## config.mk

```make
export PLATFORM = sky130hd
export DESIGN_NAME = alu_bist_engine
export DESIGN_NICKNAME = d
export VERILOG_FILES = /design/src/rtl/bist_pkg.sv /design/src/rtl/bist_misr.sv /design/src/rtl/alu_bist_engine.sv
export SDC_FILE = /design/constraint.sdc
export NUM_CORES = 1
export LEC_CHECK = 0
export ABC_AREA = 1
export BUFFER_PORTS_ARGS = -buffer_cell sky130_fd_sc_hd__buf_2
export CAP_MARGIN = 0
export CORE_MARGIN = 1
export CORE_UTILIZATION = 50
export DETAILED_ROUTE_END_ITERATION = 6
export GPL_TIMING_DRIVEN = 0
export PLACE_DENSITY = 0.76
export SLEW_MARGIN = 15
export SYNTH_ARGS = -nofsm -noshare
export SYNTH_HDL_FRONTEND = slang
export SYNTH_HIERARCHICAL = 1
export SYNTH_SLANG_ARGS = --single-unit
```

## constraint.sdc

```tcl
create_clock -name clk -period 2.05 [get_ports clk]
set_input_delay 0.41 -clock clk [delete_from_list [all_inputs] [get_ports clk]]
set_output_delay 0.41 -clock clk [all_outputs]
set_load 0.02 [all_outputs]
```

## src/rtl/bist_pkg.sv

```systemverilog
// Shared definitions for the ALU logic-BIST engine: FSM state encoding and
// default LFSR/MISR polynomials and seed.
package bist_pkg;

  localparam int unsigned ST_W = 3;

  localparam logic [ST_W-1:0] ST_IDLE    = 3'd0;
  localparam logic [ST_W-1:0] ST_SEED    = 3'd1;
  localparam logic [ST_W-1:0] ST_RUN     = 3'd2;
  localparam logic [ST_W-1:0] ST_DRAIN   = 3'd3;
  localparam logic [ST_W-1:0] ST_COMPARE = 3'd4;
  localparam logic [ST_W-1:0] ST_DONE    = 3'd5;

  localparam logic [31:0] DEF_LFSR_POLY = 32'h8020_0003;
  localparam logic [31:0] DEF_MISR_POLY = 32'h04C1_1DB7;
  localparam logic [31:0] DEF_SEED      = 32'hACE1_0001;

endpackage

```

## src/rtl/bist_misr.sv

```systemverilog
// Multiple-input signature register: shift-left Galois compaction of din
// whenever en is high; clr has priority and zeroes the signature.
module bist_misr
  import bist_pkg::*;
#(
  parameter int unsigned      RES_W     = 32,
  parameter logic [RES_W-1:0] MISR_POLY = RES_W'(DEF_MISR_POLY)
) (
  input  logic             clk,
  input  logic             rst,
  input  logic             clr,
  input  logic             en,
  input  logic [RES_W-1:0] din,
  output logic [RES_W-1:0] sig
);

  always_ff @(posedge clk or negedge rst) begin
    if (!rst) begin
      sig <= '0;
    end else if (clr) begin
      sig <= '0;
    end else if (en) begin
      sig <= {sig[RES_W-2:0], 1'b0} ^ (sig[RES_W-1] ? MISR_POLY : '0) ^ din;
    end
  end

endmodule

```

## src/rtl/alu_bist_engine.sv

```systemverilog
// ALU logic-BIST engine: LFSR operand stimulus, latency-aligned MISR compaction
// and golden-signature compare. Optional back-to-back runs with BIST_CONTINUOUS_EN.
module alu_bist_engine
  import bist_pkg::*;
#(
  parameter int unsigned      DATA_W    = 12,
  parameter int unsigned      OP_W      = 3,
  parameter int unsigned      RES_W     = 32,
  parameter logic [31:0]      LFSR_POLY = DEF_LFSR_POLY,
  parameter logic [RES_W-1:0] MISR_POLY = RES_W'(DEF_MISR_POLY),
  parameter logic [31:0]      SEED      = DEF_SEED,
  parameter int unsigned      NUM_PAT   = 256,
  parameter int unsigned      RESP_LAT  = 1,
  parameter int unsigned      CNT_W     = $clog2(NUM_PAT + 1)
) (
  input  logic              clk,
  input  logic              rst,
  input  logic              start,
  input  logic              abort,
  input  logic [RES_W-1:0]  golden_sig,
  output logic [DATA_W-1:0] alu_a,
  output logic [DATA_W-1:0] alu_b,
  output logic [OP_W-1:0]   alu_op,
  input  logic [RES_W-1:0]  alu_res,
  output logic              test_active,
  output logic              done,
  output logic              pass,
  output logic [RES_W-1:0]  signature,
  output logic [CNT_W-1:0]  pat_cnt
`ifdef BIST_CONTINUOUS_EN
  ,
  input  logic              loop,
  output logic [7:0]        run_cnt
`endif
);

  localparam logic [31:0] SEED_EFF = (SEED == 32'd0) ? 32'd1 : SEED;
  localparam int unsigned PW       = (RESP_LAT == 0) ? 1 : RESP_LAT;

  logic [ST_W-1:0] state, state_d;
  logic [31:0]     lfsr, lfsr_raw, lfsr_step, lfsr_d;
  logic [2:0]      drain_cnt;
  logic [PW-1:0]   vpipe;
  logic            run_d, absorb, match;
`ifdef BIST_CONTINUOUS_EN
  logic            fail_seen;
`endif

  // Galois step with lockup escape
  always_comb begin
    lfsr_raw  = {lfsr[30:0], 1'b0} ^ (lfsr[31] ? LFSR_POLY : 32'd0);
    lfsr_step = (lfsr_raw == 32'd0) ? 32'd1 : lfsr_raw;
  end

  always_comb begin
    lfsr_d = lfsr;
    if (state == ST_SEED) begin
      lfsr_d = SEED_EFF;
    end else if (state == ST_RUN) begin
      lfsr_d = lfsr_step;
    end
  end

  // Next-state logic; abort overrides every other transition
  always_comb begin
    state_d = state;
    case (state)
      ST_IDLE:    if (start) state_d = ST_SEED;
      ST_SEED:    state_d = ST_RUN;
      ST_RUN:     if (pat_cnt == CNT_W'(NUM_PAT - 1)) state_d = ST_DRAIN;
      ST_DRAIN:   if (drain_cnt == 3'(RESP_LAT)) state_d = ST_COMPARE;
      ST_COMPARE: state_d = ST_DONE;
      ST_DONE: begin
`ifdef BIST_CONTINUOUS_EN
        if (loop) state_d = ST_SEED;
        else if (!start) state_d = ST_IDLE;
`else
        if (!start) state_d = ST_IDLE;
`endif
      end
      default:    state_d = ST_IDLE;
    endcase
    if (abort) state_d = ST_IDLE;
  end

  assign run_d  = (state_d == ST_RUN);
  assign match  = (signature == golden_sig);
  // The tag emerging from the valid pipe marks the cycle the matching result is on alu_res
  assign absorb = (RESP_LAT == 0) ? (state == ST_RUN) : vpipe[PW-1];

  always_ff @(posedge clk or negedge rst) begin
    if (!rst) begin
      state       <= ST_IDLE;
      lfsr        <= SEED_EFF;
      pat_cnt     <= '0;
      drain_cnt   <= '0;
      vpipe       <= '0;
      alu_a       <= '0;
      alu_b       <= '0;
      alu_op      <= '0;
      test_active <= 1'b0;
      done        <= 1'b0;
      pass        <= 1'b0;
    end else begin
      state  <= state_d;
      lfsr   <= lfsr_d;
      // Operands mirror the LFSR exactly while in RUN, zero elsewhere
      alu_a  <= run_d ? lfsr_d[DATA_W-1:0] : '0;
      alu_b  <= run_d ? lfsr_d[2*DATA_W-1:DATA_W] : '0;
      alu_op <= run_d ? lfsr_d[31:32-OP_W] : '0;
      test_active <= (state_d == ST_SEED) || (state_d == ST_RUN) ||
                     (state_d == ST_DRAIN) || (state_d == ST_COMPARE);
      done   <= (state_d == ST_DONE);
      vpipe  <= abort ? '0 : PW'({vpipe, state == ST_RUN});

      if (abort || state == ST_SEED) begin
        pat_cnt <= '0;
      end else if (state == ST_RUN) begin
        pat_cnt <= pat_cnt + CNT_W'(1);
      end

      // DRAIN lasts RESP_LAT+1 cycles so the last absorption lands before COMPARE
      drain_cnt <= (state == ST_DRAIN) ? drain_cnt + 3'd1 : 3'd0;

      if (state_d == ST_IDLE) begin
        pass <= 1'b0;
      end else if (state == ST_COMPARE) begin
`ifdef BIST_CONTINUOUS_EN
        pass <= match && !fail_seen;
`else
        pass <= match;
`endif
      end
    end
  end

`ifdef BIST_CONTINUOUS_EN
  // A failing run keeps pass low for every later run until IDLE
  always_ff @(posedge clk or negedge rst) begin
    if (!rst) begin
      fail_seen <= 1'b0;
      run_cnt   <= '0;
    end else if (state_d == ST_IDLE) begin
      fail_seen <= 1'b0;
      run_cnt   <= '0;
    end else if (state == ST_COMPARE && state_d == ST_DONE) begin
      fail_seen <= fail_seen || !match;
      run_cnt   <= run_cnt + 8'd1;
    end
  end
`endif

  bist_misr #(
    .RES_W    (RES_W),
    .MISR_POLY(MISR_POLY)
  ) u_misr (
    .clk(clk),
    .rst(rst),
    .clr(state == ST_SEED),
    .en (absorb),
    .din(alu_res),
    .sig(signature)
  );

endmodule

```

### Yosys cells after proc, flatten, opt, wreduce, memory -nomap -nowiden

Cells that the tools add are included.

* output and inout bits: 71
* input port bits: 68
* flip-flop bits (word level): 110
* word-level logic and storage cells: 64

* $add $sub $neg: 2
* reductions and logical operators: 11
* bitwise gates (word level): 3
* equality and inequality tests: 13
* muxes and demuxes: 22

Operators with widths (number)
* $mux 32: 6
* $xor 32x32->32: 3
* $eq 32x32->1: 1
* $logic_not 32->1: 1
* $mux 27: 1
* $mux 12: 2
* $mux 3: 7
* $mux 9: 2
* $pmux 3 s6: 1
* $eq 3x2->1 const B: 4
* $eq 3x3->1 const B: 4
* $add 9x1->9 const B: 1
* $eq 3x1->1 const B: 3
* $eq 9x8->1 const B: 1
* $reduce_bool 2->1: 4
* $logic_not 3->1: 2
* $logic_or 1x1->1: 4
* $add 3x1->3 const B: 1
* $mux 1: 3

### Depth between registers and ports, before layout

* depth after elaboration: 8
* gate-level depth with buffers: 13
* depth with buffers taken out: 13

### Modules after synthesis

Netlist, hierarchy kept.

Modules (own cells, without submodules)
* alu_bist_engine: cells an instance 488, instances 1, area an instance 3828.7 um^2, sequential area each 1963.1 um^2
* bist_misr: cells an instance 224, instances 1, area an instance 1746.7 um^2, sequential area each 800.8 um^2

### Least setup slack after synthesis

Ideal clock, no wire load.

* path kind: reg2reg
* start point: register pat_cnt[0]
* end point: register alu_a[0]
* slack: 0.049 ns
* buffers on the path: 1
* required time: 1.933 ns
* data arrival time: 1.884 ns
* clock period less this slack: 2.001 ns
* setup time: 0.117 ns
* cell stages (with the launch flop): 13
* cells stage by stage: dfrtp_1 > ha_1 > nand2_1 > nor4_1 > ha_1 > nand2_1 > o21ai_0 > nand2_1 > nand3_1 > nand2_1 > nand2_4 > buf_6 > nor2_2

* word-level cells in the longest chain between the ends: 6

Ends and longest elaborated chain
* from (decl): RTL line alu_bist_engine.sv:29 `output logic [CNT_W-1:0] pat_cnt`
* from (signal assigned): RTL line alu_bist_engine.sv:119 `pat_cnt <= pat_cnt + CNT_W'(1);`
* $eq 9x8->1: RTL line alu_bist_engine.sv:70 `ST_RUN: if (pat_cnt == CNT_W'(NUM_PAT - 1)) state_d = ST_DRAIN;`
* $mux 3: RTL line alu_bist_engine.sv:70
* $pmux 3 s6: RTL line alu_bist_engine.sv:67 `case (state)`
* $mux 3: RTL line alu_bist_engine.sv:83 `if (abort) state_d = ST_IDLE;`
* $eq 3x2->1: RTL line alu_bist_engine.sv:86 `assign run_d = (state_d == ST_RUN);`
* $mux 12: RTL line alu_bist_engine.sv:108 `alu_a <= run_d ? lfsr_d[DATA_W-1:0] : '0;`
* to (signal assigned): RTL line alu_bist_engine.sv:108
* to (decl): RTL line alu_bist_engine.sv:21 `output logic [DATA_W-1:0] alu_a,`

No other way between the ends.
A chain may end at the register's enable or synchronous reset.

### Worst setup path after layout

* start point: register pat_cnt[0]
* end point: register alu_b[9]

* word-level cells in the longest chain between the ends: 6

Ends and longest elaborated chain
* $eq 9x8->1: RTL line alu_bist_engine.sv:70
* $mux 3: RTL line alu_bist_engine.sv:70
* $pmux 3 s6: RTL line alu_bist_engine.sv:67
* $mux 3: RTL line alu_bist_engine.sv:83
* $eq 3x2->1: RTL line alu_bist_engine.sv:86
* $mux 12: RTL line alu_bist_engine.sv:109 `alu_b <= run_d ? lfsr_d[2*DATA_W-1:DATA_W] : '0;`
* to (signal assigned): RTL line alu_bist_engine.sv:109
* to (decl): RTL line alu_bist_engine.sv:22 `output logic [DATA_W-1:0] alu_b,`

No other way between the ends.

==> impl_summary.txt <==
----------------------------------------------------
[Die]
  Starting Density ... 51.43%
  Height of the die ... 107.6 um
  Floorplan die area ... 0.01158 sq mm
  Num ports ... 139
  Die Width ... 107.6 um
  Standard-cell row count ... 38
  Total core area ... 0.01084 sq mm

[STA]
  Final Slew Violations ... 0
  Skew final ... 0.01715 ns
  Worst rel slew slack ... 75.61%
  Final number of setup-violating endpoints ... 0
  Final Hold Viols ... 0
  Highest Clock Rate ... 523.6 MHz
  Pin slew with the least headroom to its limit ... 0.3659 ns
  Final min period ... 1.910 ns
  Min setup slack post-route ... 0.1400 ns
  Final cycle utilization of the critical path ... 93.17%
  Smallest hold slack ... 0.2546 ns

[Cells and area]
  Final standard cell utilization of the core ... 62.25%
  Area growth syn-to-layout ... 21.03%
  Antenna fix cells ... 0
  Finished Cell Area ... 0.006748 sq mm
  Final #Nets ... 942
  Fraction of final layout cells sized beyond drive strength 1 ... 26.20%
  Number of filler cells placed in the layout ... 986

[Synthesis]
  Most area-hungry cell type in the Yosys netlist ... sky130_fd_sc_hd__dfrtp_1
  Flip-flop and latch count after synthesis ... 110
  Leading post-synthesis cells by cell area ... sky130_fd_sc_hd__dfrtp_1 45%, sky130_fd_sc_hd__nand2_1 16%, sky130_fd_sc_hd__inv_1 7.0%, sky130_fd_sc_hd__nor2_1 4.8%, sky130_fd_sc_hd__dfstp_2 4.2%
  Number of unique standard cell types used by synthesis ... 30
  Number of nets produced by synthesis ... 785
  Mean post-synth cell area ... 7.831 sq um
  Proportion of netlist area held by the largest area contributor ... 45.33%
  Area of the mapped netlist ... 0.005575 sq mm
  Post-synthesis instance total ... 712
  Yosys warns ... 6
  Fraction of the yosys area taken by sequential cells ... 49.57%

[Worst setup path]
  Worst endpoint data arrival time ... 2.19 ns
  Cell type of the slowest stage on the worst timing path ... sky130_fd_sc_hd__dfrtp_1
  Cells along the critical path ... ha_1 -> nand2_1 -> nor4_2 -> ha_1 -> nand2_1 -> o21ai_0 -> nand2_1 -> nand3_1 -> nand2_1 -> nand2_4 -> buf_4 -> a31oi_1
  Worst stage delay on the critical path ... 0.40 ns
  Largest fanout on the critical path ... 6
  Library cell appearing most often on the critical path ... sky130_fd_sc_hd__nand2_1
  Kind of launch point of the worst setup path ... flop
  Critical Path End Type ... flop
  Critical setup path kind ... reg -> reg
  Endpoint required time on the critical path ... 2.33 ns

[Route]
  DRT antenna net count ... 0
  DR iter-0 viols ... 337
  Drt total wl ... 12.51 mm
  1st-pass router iterations ... 5
  Final routed DRC violation total ... 0
  Number of vias per cell after detailed routing ... 4.829
  Vias after detailed routing ... 4,897
  Wire per inst ... 12.34 um

[Placed design]
  GP Congestion ... 0.8167
  Pre-CTS worst setup slack ... -0.05426 ns
  Number of buffers inserted by port buffering ... 138
  DP HPWL ... 9.106 mm
  Area post-placement ... 0.006475 sq mm

[Clock network]
  Root buf cell ... sky130_fd_sc_hd__clkbuf_8
  Worst-path clk slew ... 0.11 ns
  CTS H-Tree Depth ... 3
  Clk_lat worst skew ... 0.38 ns
  Number of buffers inserted during clock tree synthesis ... 9
  CTS tree ... built
  Number of sinks driven by the clock tree ... 110
  Bufs on Longest Clock Path ... 2

[Pwr]
  Maximum vdd drop ... 0.6249 mV
  Power per cell area ... 900.7 mW/mm^2
  Overall power ... 6077 uW
  Pleak ... 0.003821 uW

[Global routing]
  Number of antenna violations at the first check in global routing ... 0
  First-pass GRT wire length ... 20.62 mm
  Total Routing Usage GR ... 22.63%
  Overflow after GRT ... 0
  Vias in the first global route ... 4,527
  Pin count of the biggest net entering global routing ... 75

[Status]
  Status ... complete, no violations

[Job]
  Max capacitance violation total ... 0

[Hold path]
  Hold Crit Class ... in -> reg

----------------------------------------------------
[cells by family (layout without fill, tap and decap cells)]
family / Yosys count / count (layout) / synth area share (%)
and+or+nand+nor: 380 / 380 / 28.28
xor gates and xnor gates: 27 / 27 / 4.242
DFF: 110 / 110 / 49.57
AOI/OAI and AO/OA: 65 / 65 / 7.316
adders and majority gates: 5 / 5 / 1.122
buffers and inverters: 125 / 287 / 9.470
[cells in the final DEF (no fill, tap or decap), types with 2 or more instances in the layout]
| cell | n |
|---|---|
| sky130_fd_sc_hd__a21oi_1 | 10 |
| sky130_fd_sc_hd__a21oi_2 | 15 |
| sky130_fd_sc_hd__a22oi_1 | 2 |
| sky130_fd_sc_hd__buf_2 | 143 |
| sky130_fd_sc_hd__buf_4 | 8 |
| sky130_fd_sc_hd__buf_6 | 5 |
| sky130_fd_sc_hd__clkbuf_8 | 9 |
| sky130_fd_sc_hd__clkinv_8 | 2 |
| sky130_fd_sc_hd__dfrtp_1 | 101 |
| sky130_fd_sc_hd__dfstp_2 | 9 |
| sky130_fd_sc_hd__ha_1 | 5 |
| sky130_fd_sc_hd__inv_1 | 104 |
| sky130_fd_sc_hd__inv_2 | 5 |
| sky130_fd_sc_hd__inv_6 | 2 |
| sky130_fd_sc_hd__nand2_1 | 239 |
| sky130_fd_sc_hd__nand2_2 | 12 |
| sky130_fd_sc_hd__nand2_4 | 3 |
| sky130_fd_sc_hd__nand3_1 | 35 |
| sky130_fd_sc_hd__nand3b_1 | 2 |
| sky130_fd_sc_hd__nand4_1 | 4 |
| sky130_fd_sc_hd__nor2_1 | 72 |
| sky130_fd_sc_hd__nor2_2 | 6 |
| sky130_fd_sc_hd__nor3_1 | 4 |
| sky130_fd_sc_hd__o21ai_0 | 21 |
| sky130_fd_sc_hd__o22ai_1 | 16 |
| sky130_fd_sc_hd__xnor2_1 | 20 |
| sky130_fd_sc_hd__xor2_1 | 7 |
[metal layers]
layer	GRT usage [%]	part of all wire [%]
met2	37.77	47
met3	3.390	5.0
met1	30.27	46
met5	0	0
met4	7.339	1.5
[worst max-delay path: cells and delay by family (launching register included)]
| family | cells | cell delay, ns |
|---|---|---|
| buffers and inverters | 1 | 0.14 |
| AOI/OAI and AO/OA | 2 | 0.23 |
| DFF | 1 | 0.40 |
| and+or+nand+nor | 7 | 0.65 |
| adders and majority gates | 2 | 0.38 |
[synthesized netlist by cell type, drive strengths merged]
| cell type | n |
|---|---|
| nand2 | 254 |
| inv | 110 |
| dfrtp | 101 |
| nor2 | 79 |
| nand3 | 36 |
| a21oi | 25 |
| o21ai | 21 |
| xnor2 | 20 |
| o22ai | 16 |
| buf | 14 |
| dfstp | 9 |
| xor2 | 7 |
| ha | 5 |
| nand4 | 4 |
| nor3 | 4 |
| a22oi | 2 |
| nand3b | 2 |
| a31oi | 1 |
| clkinv | 1 |
| nor4 | 1 |
[flip-flops by register name, indices dropped and copies added (netlist names)]
| register | flops |
|---|---|
| drain_cnt | 3 |
| alu_op | 3 |
| test_active | 1 |
| absorb | 1 |
| pass | 1 |
| done | 1 |
| lfsr | 32 |
| alu_b | 12 |
| alu_a | 12 |
| pat_cnt | 9 |
| state | 3 |
| u_misr/sig | 32 |
[metrics by stage]
stage / setup TNS [ns] / cells
3_5_place_dp: -0.8920 / 991
4_1_cts: 0 / 1009
2_1_floorplan: 0 / 712
5_1_grt: -0.01020 / 1014
3_3_place_gp: -71.17 / 990
6_report: 0 / 1014
[what timing repair did]
item | CTS | global route
endpoints found under the setup margin | 21 | 26
setup buffers | 1 | 5
gates resized for setup | 1 | 1
pin swaps | 0 | 2
hold endpoints to repair | 36 | 0
cloned | 0 | 0
hold buffers | 1 | 0
[area by class of cell]
type,count,area (sq um),share of cell area [%]
flip-flops and latches,110,2764,40.96
multi-input cells,477,2290,33.93
repair buffers,146,777.0,11.51
inverters,111,419.2,6.212
well taps,140,175.2,2.596
clock buffers,9,123.9,1.836
plain buffers,14,112.6,1.669
clock inverters,7,86.33,1.279
[power breakdown]
part           total [uW]  internal, uW  switching [uW]
logic                1840           698            1150
clock network        1350           499             851
registers            2880          2530             353
total                6080          3730            2350
[final timing paths]
| check | from | end | slack (ns) | cells past startpoint |
|---|---|---|---|---|
| worst min-delay path | abort | absorb | 0.25 | 2 |
| worst max-delay path | pat_cnt[0] | alu_b[9] | 0.14 | 12 |
| worst max register to register | pat_cnt[0] | alu_b[9] | 0.14 | 12 |
| min in group asynchronous | rst | u_misr/sig[29] | 0.47 | 2 |
| worst min register to register | drain_cnt[0] | drain_cnt[0] | 0.47 | 1 |
| max in group asynchronous | rst | lfsr[0] | 0.85 | 3 |
No activity file was read; power rests on OpenSTA's default activity.
